===== src/rtl/multicycle_control_pkg.sv =====
// Shared CPU constants for the multicycle controller: opcodes, mux/ALU encodings, states.
// MULTICYCLE_LINK_EN adds the LINK state and the linkDst control field.
package multicycle_control_pkg;

    localparam logic [5:0] OpRtype = 6'b000000;
    localparam logic [5:0] OpJ     = 6'b000010;
    localparam logic [5:0] OpJal   = 6'b000011;
    localparam logic [5:0] OpBeq   = 6'b000100;
    localparam logic [5:0] OpBne   = 6'b000101;
    localparam logic [5:0] OpAddi  = 6'b001000;
    localparam logic [5:0] OpSlti  = 6'b001010;
    localparam logic [5:0] OpAndi  = 6'b001100;
    localparam logic [5:0] OpOri   = 6'b001101;
    localparam logic [5:0] OpXori  = 6'b001110;
    localparam logic [5:0] OpLui   = 6'b001111;
    localparam logic [5:0] OpLw    = 6'b100011;
    localparam logic [5:0] OpSw    = 6'b101011;

    localparam logic [5:0] FunctJr   = 6'b001000;
    localparam logic [5:0] FunctJalr = 6'b001001;

    localparam logic [1:0] AluAdd   = 2'b00;
    localparam logic [1:0] AluSub   = 2'b01;
    localparam logic [1:0] AluFunct = 2'b10;
    localparam logic [1:0] AluImm   = 2'b11;

    localparam logic [1:0] SrcBReg    = 2'b00;
    localparam logic [1:0] SrcBFour   = 2'b01;
    localparam logic [1:0] SrcBImm    = 2'b10;
    localparam logic [1:0] SrcBBranch = 2'b11;

    localparam logic [1:0] PcAlu    = 2'b00;
    localparam logic [1:0] PcAluOut = 2'b01;
    localparam logic [1:0] PcJump   = 2'b10;
    localparam logic [1:0] PcReg    = 2'b11;

    typedef enum logic [3:0] {
        StFetch   = 4'd0,
        StDecode  = 4'd1,
        StMemAddr = 4'd2,
        StMemRead = 4'd3,
        StMemWb   = 4'd4,
        StMemWrite = 4'd5,
        StExec    = 4'd6,
        StAluWb   = 4'd7,
        StImmExec = 4'd8,
        StImmWb   = 4'd9,
        StBranch  = 4'd10,
        StJump    = 4'd11,
        StJumpReg = 4'd12,
`ifdef MULTICYCLE_LINK_EN
        StLink    = 4'd13,
`endif
        StHalt    = 4'd14
    } stateT;

    typedef enum logic [2:0] {
        ClsMem, ClsRtype, ClsJumpReg, ClsImm, ClsBranch, ClsJump, ClsIllegal
    } dispatchT;

    typedef struct packed {
        logic       pcWrite;
        logic       pcWriteCond;
        logic       pcWriteCondNe;
        logic       iorD;
        logic       memRead;
        logic       memWrite;
        logic       irWrite;
        logic       memtoReg;
        logic       regWrite;
        logic       regDst;
        logic       aluSrcA;
        logic [1:0] pcSource;
        logic [1:0] aluOp;
        logic [1:0] aluSrcB;
`ifdef MULTICYCLE_LINK_EN
        logic       linkDst;
`endif
    } ctrlT;

    // States that wait on the memory handshake and own the wait counter.
    function automatic logic isWaitState(input stateT s);
        return s inside {StFetch, StMemRead, StMemWrite};
    endfunction

endpackage


===== src/rtl/multicycle_dispatch.sv =====
// Combinational opcode/funct decode into the DECODE-state dispatch class.
// With MULTICYCLE_LINK_EN, JAL/JALR dispatch to jumps that also request a link writeback.
module multicycle_dispatch
    import multicycle_control_pkg::*;
(
    input  logic [5:0] opcode,
    input  logic [5:0] funct,
    output dispatchT   cls
`ifdef MULTICYCLE_LINK_EN
    ,
    output logic       link
`endif
);

    always_comb begin
        cls = ClsIllegal;
`ifdef MULTICYCLE_LINK_EN
        link = 1'b0;
`endif
        case (opcode)
            OpLw, OpSw: cls = ClsMem;
            OpRtype: begin
                if (funct == FunctJr) begin
                    cls = ClsJumpReg;
                end else if (funct == FunctJalr) begin
`ifdef MULTICYCLE_LINK_EN
                    cls  = ClsJumpReg;
                    link = 1'b1;
`else
                    cls = ClsIllegal;
`endif
                end else begin
                    cls = ClsRtype;
                end
            end
            OpAddi, OpAndi, OpOri, OpXori, OpSlti, OpLui: cls = ClsImm;
            OpBeq, OpBne: cls = ClsBranch;
            OpJ: cls = ClsJump;
            OpJal: begin
`ifdef MULTICYCLE_LINK_EN
                cls  = ClsJump;
                link = 1'b1;
`else
                cls = ClsIllegal;
`endif
            end
            default: cls = ClsIllegal;
        endcase
    end

endmodule


===== src/rtl/multicycle_control.sv =====
// Multicycle MIPS-style control FSM with memory-wait timeout and absorbing fault HALT.
// MULTICYCLE_LINK_EN adds the LINK writeback state for JAL/JALR and the linkDst output.
module multicycle_control
    import multicycle_control_pkg::*;
#(
    parameter int unsigned WAIT_LIMIT = 15
) (
    input  logic       clk,
    input  logic       rst_n,
    input  logic [5:0] opcode,
    input  logic [5:0] funct,
    input  logic       zero,
    input  logic       memReady,
    output logic       pcWrite,
    output logic       pcWriteCond,
    output logic       pcWriteCondNe,
    output logic       iorD,
    output logic       memRead,
    output logic       memWrite,
    output logic       irWrite,
    output logic       memtoReg,
    output logic       regWrite,
    output logic       regDst,
    output logic       aluSrcA,
    output logic [1:0] pcSource,
    output logic [1:0] aluOp,
    output logic [1:0] aluSrcB,
    output logic [3:0] state,
    output logic       instrDone,
    output logic       fault
`ifdef MULTICYCLE_LINK_EN
    ,
    output logic       linkDst
`endif
);

    stateT      stateQ, stateD;
    logic [3:0] waitQ, waitD, waitInc;
    logic [5:0] opQ;
    logic       instrDoneQ;
    dispatchT   cls;
    ctrlT       ctrl, ctrlGated;
    logic       unusedZero;
`ifdef MULTICYCLE_LINK_EN
    logic       linkQ, linkNew;
`endif

    // Branch qualification by zero happens in the datapath, not here.
    assign unusedZero = zero;
    assign waitInc    = waitQ + 4'd1;

    multicycle_dispatch uDispatch (
        .opcode (opcode),
        .funct  (funct),
        .cls    (cls)
`ifdef MULTICYCLE_LINK_EN
        ,
        .link   (linkNew)
`endif
    );

    always_ff @(posedge clk or negedge rst_n) begin
        if (!rst_n) begin
            stateQ     <= StFetch;
            waitQ      <= '0;
            opQ        <= '0;
            instrDoneQ <= 1'b0;
`ifdef MULTICYCLE_LINK_EN
            linkQ      <= 1'b0;
`endif
        end else begin
            stateQ     <= stateD;
            waitQ      <= waitD;
            instrDoneQ <= (stateD == StFetch) && (stateQ != StFetch);
            if (stateQ == StDecode) begin
                opQ <= opcode;
`ifdef MULTICYCLE_LINK_EN
                linkQ <= linkNew;
`endif
            end
        end
    end

    always_comb begin
        stateD = stateQ;
        case (stateQ)
            StFetch: begin
                if (memReady)                         stateD = StDecode;
                else if (waitInc == 4'(WAIT_LIMIT))   stateD = StHalt;
            end
            StDecode: begin
                case (cls)
                    ClsMem:     stateD = StMemAddr;
                    ClsRtype:   stateD = StExec;
                    ClsJumpReg: stateD = StJumpReg;
                    ClsImm:     stateD = StImmExec;
                    ClsBranch:  stateD = StBranch;
                    ClsJump:    stateD = StJump;
                    default:    stateD = StHalt;
                endcase
            end
            StMemAddr: stateD = (opQ == OpSw) ? StMemWrite : StMemRead;
            StMemRead: begin
                if (memReady)                         stateD = StMemWb;
                else if (waitInc == 4'(WAIT_LIMIT))   stateD = StHalt;
            end
            StMemWrite: begin
                if (memReady)                         stateD = StFetch;
                else if (waitInc == 4'(WAIT_LIMIT))   stateD = StHalt;
            end
            StMemWb, StAluWb, StImmWb, StBranch: stateD = StFetch;
            StExec:    stateD = StAluWb;
            StImmExec: stateD = StImmWb;
`ifdef MULTICYCLE_LINK_EN
            StJump, StJumpReg: stateD = linkQ ? StLink : StFetch;
            StLink:            stateD = StFetch;
`else
            StJump, StJumpReg: stateD = StFetch;
`endif
            default: stateD = StHalt;
        endcase

        // Counter restarts on entry to a wait state and counts memReady-low cycles there.
        waitD = waitQ;
        if ((stateD != stateQ) && isWaitState(stateD)) begin
            waitD = '0;
        end else if (isWaitState(stateQ) && !memReady) begin
            waitD = waitInc;
        end
    end

    always_comb begin
        ctrl = '0;
        case (stateQ)
            StFetch: begin
                ctrl.memRead = 1'b1;
                if (memReady) begin
                    ctrl.irWrite  = 1'b1;
                    ctrl.pcWrite  = 1'b1;
                    ctrl.aluSrcB  = SrcBFour;
                    ctrl.aluOp    = AluAdd;
                    ctrl.pcSource = PcAlu;
                end
            end
            StDecode: begin
                ctrl.aluSrcB = SrcBBranch;
                ctrl.aluOp   = AluAdd;
            end
            StMemAddr: begin
                ctrl.aluSrcA = 1'b1;
                ctrl.aluSrcB = SrcBImm;
                ctrl.aluOp   = AluAdd;
            end
            StMemRead: begin
                ctrl.memRead = 1'b1;
                ctrl.iorD    = 1'b1;
            end
            StMemWb: begin
                ctrl.regWrite = 1'b1;
                ctrl.memtoReg = 1'b1;
            end
            StMemWrite: begin
                ctrl.memWrite = 1'b1;
                ctrl.iorD     = 1'b1;
            end
            StExec: begin
                ctrl.aluSrcA = 1'b1;
                ctrl.aluSrcB = SrcBReg;
                ctrl.aluOp   = AluFunct;
            end
            StAluWb: begin
                ctrl.regWrite = 1'b1;
                ctrl.regDst   = 1'b1;
            end
            StImmExec: begin
                ctrl.aluSrcA = 1'b1;
                ctrl.aluSrcB = SrcBImm;
                ctrl.aluOp   = (opQ == OpAddi) ? AluAdd : AluImm;
            end
            StImmWb: ctrl.regWrite = 1'b1;
            StBranch: begin
                ctrl.aluSrcA       = 1'b1;
                ctrl.aluSrcB       = SrcBReg;
                ctrl.aluOp         = AluSub;
                ctrl.pcSource      = PcAluOut;
                ctrl.pcWriteCond   = (opQ == OpBeq);
                ctrl.pcWriteCondNe = (opQ == OpBne);
            end
            StJump: begin
                ctrl.pcWrite  = 1'b1;
                ctrl.pcSource = PcJump;
            end
            StJumpReg: begin
                ctrl.pcWrite  = 1'b1;
                ctrl.pcSource = PcReg;
            end
`ifdef MULTICYCLE_LINK_EN
            StLink: begin
                ctrl.regWrite = 1'b1;
                ctrl.linkDst  = (opQ == OpJal);
            end
`endif
            default: ;
        endcase
    end

    // Reset forces FETCH, whose memRead must still stay quiet while rst_n is low.
    assign ctrlGated = rst_n ? ctrl : '0;

    assign pcWrite       = ctrlGated.pcWrite;
    assign pcWriteCond   = ctrlGated.pcWriteCond;
    assign pcWriteCondNe = ctrlGated.pcWriteCondNe;
    assign iorD          = ctrlGated.iorD;
    assign memRead       = ctrlGated.memRead;
    assign memWrite      = ctrlGated.memWrite;
    assign irWrite       = ctrlGated.irWrite;
    assign memtoReg      = ctrlGated.memtoReg;
    assign regWrite      = ctrlGated.regWrite;
    assign regDst        = ctrlGated.regDst;
    assign aluSrcA       = ctrlGated.aluSrcA;
    assign pcSource      = ctrlGated.pcSource;
    assign aluOp         = ctrlGated.aluOp;
    assign aluSrcB       = ctrlGated.aluSrcB;
`ifdef MULTICYCLE_LINK_EN
    assign linkDst       = ctrlGated.linkDst;
`endif

    assign state     = stateQ;
    assign instrDone = instrDoneQ;
    assign fault     = (stateQ == StHalt);

endmodule


===== config.mk =====
export PLATFORM = sky130hd
export DESIGN_NAME = multicycle_control
export DESIGN_NICKNAME = d
export VERILOG_FILES = /design/src/rtl/multicycle_control_pkg.sv /design/src/rtl/multicycle_dispatch.sv /design/src/rtl/multicycle_control.sv
export SDC_FILE = /design/constraint.sdc
export NUM_CORES = 1
export LEC_CHECK = 0
export CAP_MARGIN = 0
export CORE_ASPECT_RATIO = 0.7
export CORE_MARGIN = 1
export CORE_UTILIZATION = 49
export DETAILED_ROUTE_END_ITERATION = 16
export PLACE_DENSITY = 0.91
export SYNTH_ARGS = -nofsm -noshare
export SYNTH_HDL_FRONTEND = slang
export SYNTH_SLANG_ARGS = --single-unit

===== constraint.sdc =====
create_clock -name clk -period 3 [get_ports clk]
set_input_delay 0.6 -clock clk [delete_from_list [all_inputs] [get_ports clk]]
set_output_delay 0.6 -clock clk [all_outputs]
set_load 0.01 [all_outputs]

==> results.txt <==
----------------------------------------------------
[Outcome]
  Status ... complete, no violations

[Clock network]
  Quantity of hold-fixing buffers added after cts ... 0
  Num Clock Sinks ... 15
  Clock root buffer master ... sky130_fd_sc_hd__clkbuf_8
  Clock insertion delay at the later pin of the skew report ... 0.25 ns
  CTS tree ... yes
  Clock H-tree levels ... 1
  Post-CTS setup buffer count ... 0
  Maximum number of buffers from clock root to sink ... 2
  Clock-pin slew on the worst setup and hold paths ... 0.07 ns
  Number of buffers inserted during clock tree synthesis ... 3

[Synthesis]
  Cells taking the most area after synthesis ... sky130_fd_sc_hd__dfrtp_1 25%, sky130_fd_sc_hd__nor2_1 5.5%, sky130_fd_sc_hd__mux2_2 3.8%, sky130_fd_sc_hd__nor2b_1 3.4%, sky130_fd_sc_hd__nand2_1 3.3%
  Count of unique library cells instantiated by Yosys ... 63
  Flip-flop and latch count after synthesis ... 15
  Count of flip-flops with a built-in enable after synthesis ... 0
  Proportion of netlist area held by the largest area contributor ... 0.2521
  Most numerous cell in the Yosys netlist ... sky130_fd_sc_hd__nor2_1
  Yosys top cell by area ... sky130_fd_sc_hd__dfrtp_1
  Number of cells produced by synthesis ... 179
  Ys flop type ... sky130_fd_sc_hd__dfrtp_1
  Syn Area/Cell ... 8.318 um2
  Sequential share of the synthesized area ... 0.2521
  Yosys warns ... 0
  Asr flop ratio synth ... 1.000
  Net count of the mapped netlist ... 197
  Commonest cells in the synthesized netlist ... 22 x sky130_fd_sc_hd__nor2_1, 15 x sky130_fd_sc_hd__dfrtp_1, 13 x sky130_fd_sc_hd__nand2_1, 9 x sky130_fd_sc_hd__nor3_1
  Post-synthesis instance area ... 1489 um2

[GRT]
  Largest net degree at the start of global routing ... 24
  Total Routing Usage GR ... 0.2497
  Residual overflow from global routing ... 0
  Antenna violations before repair ... 0
  Via count of the first global-routing pass ... 1268
  M2 GR Usage ... 0.3842
  Layer with the highest usage after global routing ... met2
  Routing usage on met3 ... 0.06308
  Wire length of the first global-routing pass ... 5.913 mm
  M1 GR Usage ... 0.3572

[Worst setup path]
  Required time of the worst setup path ... 2.40 ns
  Critical R2R Capture ... waitQ[3]
  Worst R2R Path Depth ... 8
  Setup slack of the most critical reg-to-reg path ... 0.29 ns
  Crit path arrival time ... 2.25 ns
  Startpoint type of the worst setup path ... input port
  Worst reg2reg path startpoint ... state[0]
  Maximum fanout along the worst path ... 21
  Endpoint class of the critical path ... output pin
  Worst Path Class, Setup ... input port to output pin
  Worst setup path startpoint ... rst_n

[Timing]
  Period utilization ... 0.9504
  Setup repair after global routing missed its margin ... false
  Final critical delay including setup and external delays ... 2.851 ns
  Final TNS setup ... 0 ns
  Maximum achievable frequency ... 350.7 MHz
  Headroom to the max-slew limit ... 0.5807
  Final hold violation count ... 0
  Worst hold margin ... 0.5427 ns
  Clock tree skew after final layout ... 0.001696 ns
  Least-Margin Pin Slew ... 0.6205 ns
  Setup violators final ... 0
  Pins Over Slew Limit ... 0

[Route]
  Violation count after the first detailed-routing iteration ... 106
  Number of vias after detailed routing ... 1561
  Number of vias per cell after detailed routing ... 6.074
  Residual DRC count ... 0
  Routed wire per std cell ... 14.70 um
  Antenna-violating nets left ... 0
  DRT Wirelength ... 3.778 mm
  Iteration count of the initial detailed-routing pass ... 5

[Die]
  Starting density of the core ... 0.5238
  Cell row count ... 16
  Die area ... 3267 um2
  Width of the die ... 67.89 um
  Die outline height ... 48.12 um
  Top-Level Pins ... 39
  Core area ... 2843 um2

[Flow run]
  Max Cap Violations ... 0

[Worst hold path]
  Worst min-delay path endpoint ... opQ[5]
  Hold Path Stages ... 1
  Path class of the lowest-slack min-delay path ... register to register
  Origin of the worst min-delay path ... opQ[5]

[Layout]
  Share of final-layout standard cells stronger than drive strength 1 ... 0.1448
  Number of antenna diodes ... 0
  Area added between synthesis and finish ... 32.60%
  Number of nets in the finished design ... 240

[Power]
  Leakage component of the power ... 0.0008247 uW
  Power density over the cells ... 905.6 nW/um2
  Largest voltage drop on the vdd net ... 0.5786 mV

[Placement]
  # port buffers ... 37
  HPWL after DPL ... 2.752 mm
  Routability congestion estimate ... 0.9088

----------------------------------------------------
[through the flow]
stage	area, um2	setup slack (ns)	std cells	util	total power (uW)
floorplan	1489	0.6738	179	-	1249
global placement	1916	-0.1427	253	0.6739	1538
detailed placement	1916	-0.1696	253	0.6739	1567
CTS	1966	0.02539	257	0.6915	1753
global route	1974	0.001962	257	0.6945	1917
finish	1974	0.1487	257	0.6945	1788
[critical path: stages]
cell                              delay [ns]
sky130_fd_sc_hd__clkdlybuf4s50_1        0.54
sky130_fd_sc_hd__buf_8                  0.21
sky130_fd_sc_hd__nand2_1                0.11
sky130_fd_sc_hd__nor3b_1                0.22
sky130_fd_sc_hd__clkdlybuf4s50_1        0.57
[cells in the final DEF (no fill, tap or decap), types with 2 or more instances in the layout]
cell                               n
sky130_fd_sc_hd__a21boi_0          2
sky130_fd_sc_hd__a21oi_1           4
sky130_fd_sc_hd__a31oi_1           2
sky130_fd_sc_hd__and3_1            2
sky130_fd_sc_hd__and3b_1           3
sky130_fd_sc_hd__and4b_1           2
sky130_fd_sc_hd__buf_4            10
sky130_fd_sc_hd__clkbuf_8          3
sky130_fd_sc_hd__clkdlybuf4s50_1  35
sky130_fd_sc_hd__dfrtp_1          14
sky130_fd_sc_hd__dlygate4sd2_1     2
sky130_fd_sc_hd__ha_1              2
sky130_fd_sc_hd__inv_1             8
sky130_fd_sc_hd__mux2_2            5
sky130_fd_sc_hd__mux2i_1           3
sky130_fd_sc_hd__nand2_1          13
sky130_fd_sc_hd__nand2b_1          7
sky130_fd_sc_hd__nand3_1           2
sky130_fd_sc_hd__nand3b_1          3
sky130_fd_sc_hd__nor2_1           22
sky130_fd_sc_hd__nor2b_1           7
sky130_fd_sc_hd__nor3_1            9
sky130_fd_sc_hd__nor3b_1           2
sky130_fd_sc_hd__nor4_1            4
sky130_fd_sc_hd__o21ai_0           6
sky130_fd_sc_hd__o311ai_0          2
sky130_fd_sc_hd__o31ai_1           3
sky130_fd_sc_hd__or2_2             2
sky130_fd_sc_hd__xnor2_1           3
sky130_fd_sc_hd__xor2_1            3
[routing by layer]
metal,part of all wire,up-vias
met5,0,-
met4,0.015,0
met3,0.12,11
met2,0.41,106
met1,0.46,703
li1,-,741
[flip-flops by register name, indices dropped and copies added, names as in the netlist]
signal,count
instrDone,1
state,4
waitQ,4
opQ,6
[how the worst max path moves through the flow]
stage	cells past startpoint	slack, ns	endpoint
3_3_place_gp	6	-0.14	pcWriteCond
5_1_grt	6	0.002	pcWriteCondNe
6_report	5	0.15	memWrite
4_1_cts	5	0.03	memWrite
2_1_floorplan	6	0.67	pcWriteCond
3_5_place_dp	6	-0.17	pcWriteCond
[report_power, final]
part	internal (uW)	total [uW]	switching (uW)
sequential	289	399	109
clock	94.4	175	81.0
combinational	572	1210	642
total	956	1790	832
[cells by family after synthesis]
family | share of synthesized area
simple gates | 0.3689
mux | 0.05798
fa+ha+maj | 0.01680
buf+inv | 0.06806
xor+xnor | 0.03530
compound gates | 0.2009
flops | 0.2521
[repair_timing]
action                     4_1_cts  5_1_grt
setup endpoints to repair        2        2
gates resized for setup          4        3
pin swaps                        0        0
[final cells by class]
cell class	instances	area, um2
clock buffer	4	45.04
fill	231	868.3
inverter	8	30.03
multi-input combinational	146	1020
sequential	15	376.6
tap	36	45.04
timing repair buffer	48	457.9
Note: power is estimated with default switching activity, not from simulation.
==> patch: new RTL, same flow settings <==
Build with the macro `MULTICYCLE_LINK_EN` defined.
--- a/src/rtl/multicycle_control_pkg.sv
+++ b/src/rtl/multicycle_control_pkg.sv
@@ -1,5 +1,7 @@
 // Shared CPU constants for the multicycle controller: opcodes, mux/ALU encodings, states.
 // MULTICYCLE_LINK_EN adds the LINK state and the linkDst control field.
+`define MULTICYCLE_LINK_EN
+
 package multicycle_control_pkg;
 
     localparam logic [5:0] OpRtype = 6'b000000;
Function (old outputs only; new: linkDst): changed (a bounded check fails within 4 cycles, from zero or initial values and one cycle with rst_n low).
==> patch against the unedited design <==
Register-to-register slack gained 0.26 ns. Wire length grew 9.3%. Setup slack lost 0.047 ns. Total power shrank 2.9%. Critical path depth shrank 1. Synthesized area grew 4.5%. Global-route usage grew 0.51 points. Sequential cell count grew 1. Final area grew 4.2%. Sequential share of layout area grew 0.51 points. Non-clock buffer count is the same. Count of clock-buffer cells in the layout is the same. Combinational power shrank 9.9%.
==> patch: results (changes against the unedited design) <==
clk_skew 0.003083 ns (+0.001387 ns); wire length per cell 14.54 um (-1.1%); Main synth FF type dfrtp_1; synth unique cells 54 (-14%); CTS Buf Count 3 (unchanged); Slew headroom 63.88% (+5.8 points); P_leak 0.8237 nW (-0.11%); crit path DAT 2.30 ns (+0.05 ns); Post-CTS Repair Setup Buffers 0 (unchanged); Clock transition at path regs roughly 0.060 ns; initial antenna violation count 0 (unchanged); Top Consumer combinational logic; n_diodes 0 (unchanged); Sequential Power Share 26.3% (+4.0 points); Clock power frac 10.8% (+1.0 points); critical path launch point rst_n; Setup TNS 0 ns (unchanged); worst hold path cell count 2 (+1); DR vias 1684 (+7.9%); share of layout cells above drive strength 1 11.69% (-2.8 points); R2R cell count 6 (-2); Worst R2R Start state[1]$_DFF_PN0_; top cells by area, synth dfrtp_1 (26%), nand2_1 (6.8%), nor2_1 (5.1%); DP HPWL 3061 um (+11%); Synth top cells by count nand2_1 (28), nor2_1 (21), dfrtp_1 (16); Crit Path Max Fanout 4 (-81%); Peak VDD IR 0.5616 mV (-2.9%); Pint 0.9114 mW (-4.6%); max reg flops 6 (unchanged); outcome complete, no violations; hold_sp opQ[3]$_DFFE_PN0P_; number of global-route vias before repair 1520 (+20%); # hold bufs at CTS 0 (unchanged); slowest stage cell on the critical path clkdlybuf4s50_1; Largest Register opQ; crit-path max cell delay 0.62 ns (+0.05 ns); worst slack, placed 0.05872 ns (+0.2284 ns); Yosys Warn Count 0 (unchanged); Iteration-0 DRC Markers 198 (+87%); post-synthesis async set-or-reset flop share 100.0% (unchanged); root buf cell clkbuf_8; largest net degree at the start of global routing 24 (unchanged); Final Wtd Congestion 0.9223 (+1.5%); Clock Latency Late Sink 0.25 ns (about the same); grt ovf 0 (unchanged); Max clock buf depth 2 (unchanged); HP Class reg2reg; dpl cell area 0.001998 mm2 (+4.3%); Syn Nets 224 (+14%); drt first pass iters 5 (unchanged); total track usage 25.48% (+0.51 points); Nets 267 (+11%); H-tree level count 1 (unchanged); sequential area share after synthesis 25.72% (+0.51 points); Residual DRC 0 (unchanged); Port Buffers 38 (+2.7%); Initial Util 53.62% (+1.2 points); first-pass GRT wire length 7051 um (+19%)
[patch: cell types whose count changed after synthesis, sizes merged, moves of 4 or more]
cell	change
nand3	+4
inv	+5
o211ai	+4
a21oi	+8
a41oi	+5
mux2	-5
nand2	+15
[patch: area by class of cell]
class	count	area [um2]
Clock buffer	4	55.05
Fill cell	228	845.8
Inverter	13	48.80
Multi-Input combinational cell	167	1050
Sequential cell	16	402.9
Tap cell	36	45.04
Timing Repair Buffer	48	455.4
[patch: worst paths after layout]
path	to	slack [ns]
max in group asynchronous	state[0]$_DFF_PN0_	1.92
min in group asynchronous	opQ[2]$_DFFE_PN0P_	0.88
setup reg to reg	waitQ[1]$_DFFE_PN0P_	0.55
hold reg to reg	opQ[3]$_DFFE_PN0P_	0.51
hold / removal	opQ[3]$_DFFE_PN0P_	0.51
setup / recovery	aluSrcB[0]	0.10
[patch: timing repair]
item	in CTS	in global routing
resized for setup	0	3
endpoints found under the setup margin	0	3
endpoints found under the hold margin	0	0
[patch: kinds of logic after synthesis]
family,Yosys count,share of synthesized area (%)
flops,16,25.72
compound gates,53,26.45
buf+inv,23,6.913
fa+ha+maj,2,1.607
simple gates,107,36.49
xor+xnor,5,2.814
[patch: through the flow]
stage	power (mW)	instances	util, %
after floorplan	1.180	206	-
after global placement	1.488	280	68.84
after detailed placement	1.517	280	68.84
after CTS	1.718	284	70.73
after global routing	1.876	284	70.86
final	1.737	284	70.86
[patch: routing by layer]
metal	GRT usage (%)	vias to the layer above	share of wire, %
met5	0	-	0
met4	5.782	0	0.75
met3	2.686	4	6.5
met2	40.78	79	43
met1	37.08	770	50
li1	-	831	-
[patch: critical path: cells and delay by family]
family	cells	cell delay (ns)
buffers and inverters	2	1.14
AO/OA/AOI/OAI	1	0.42
AND/OR/NAND/NOR	1	0.13
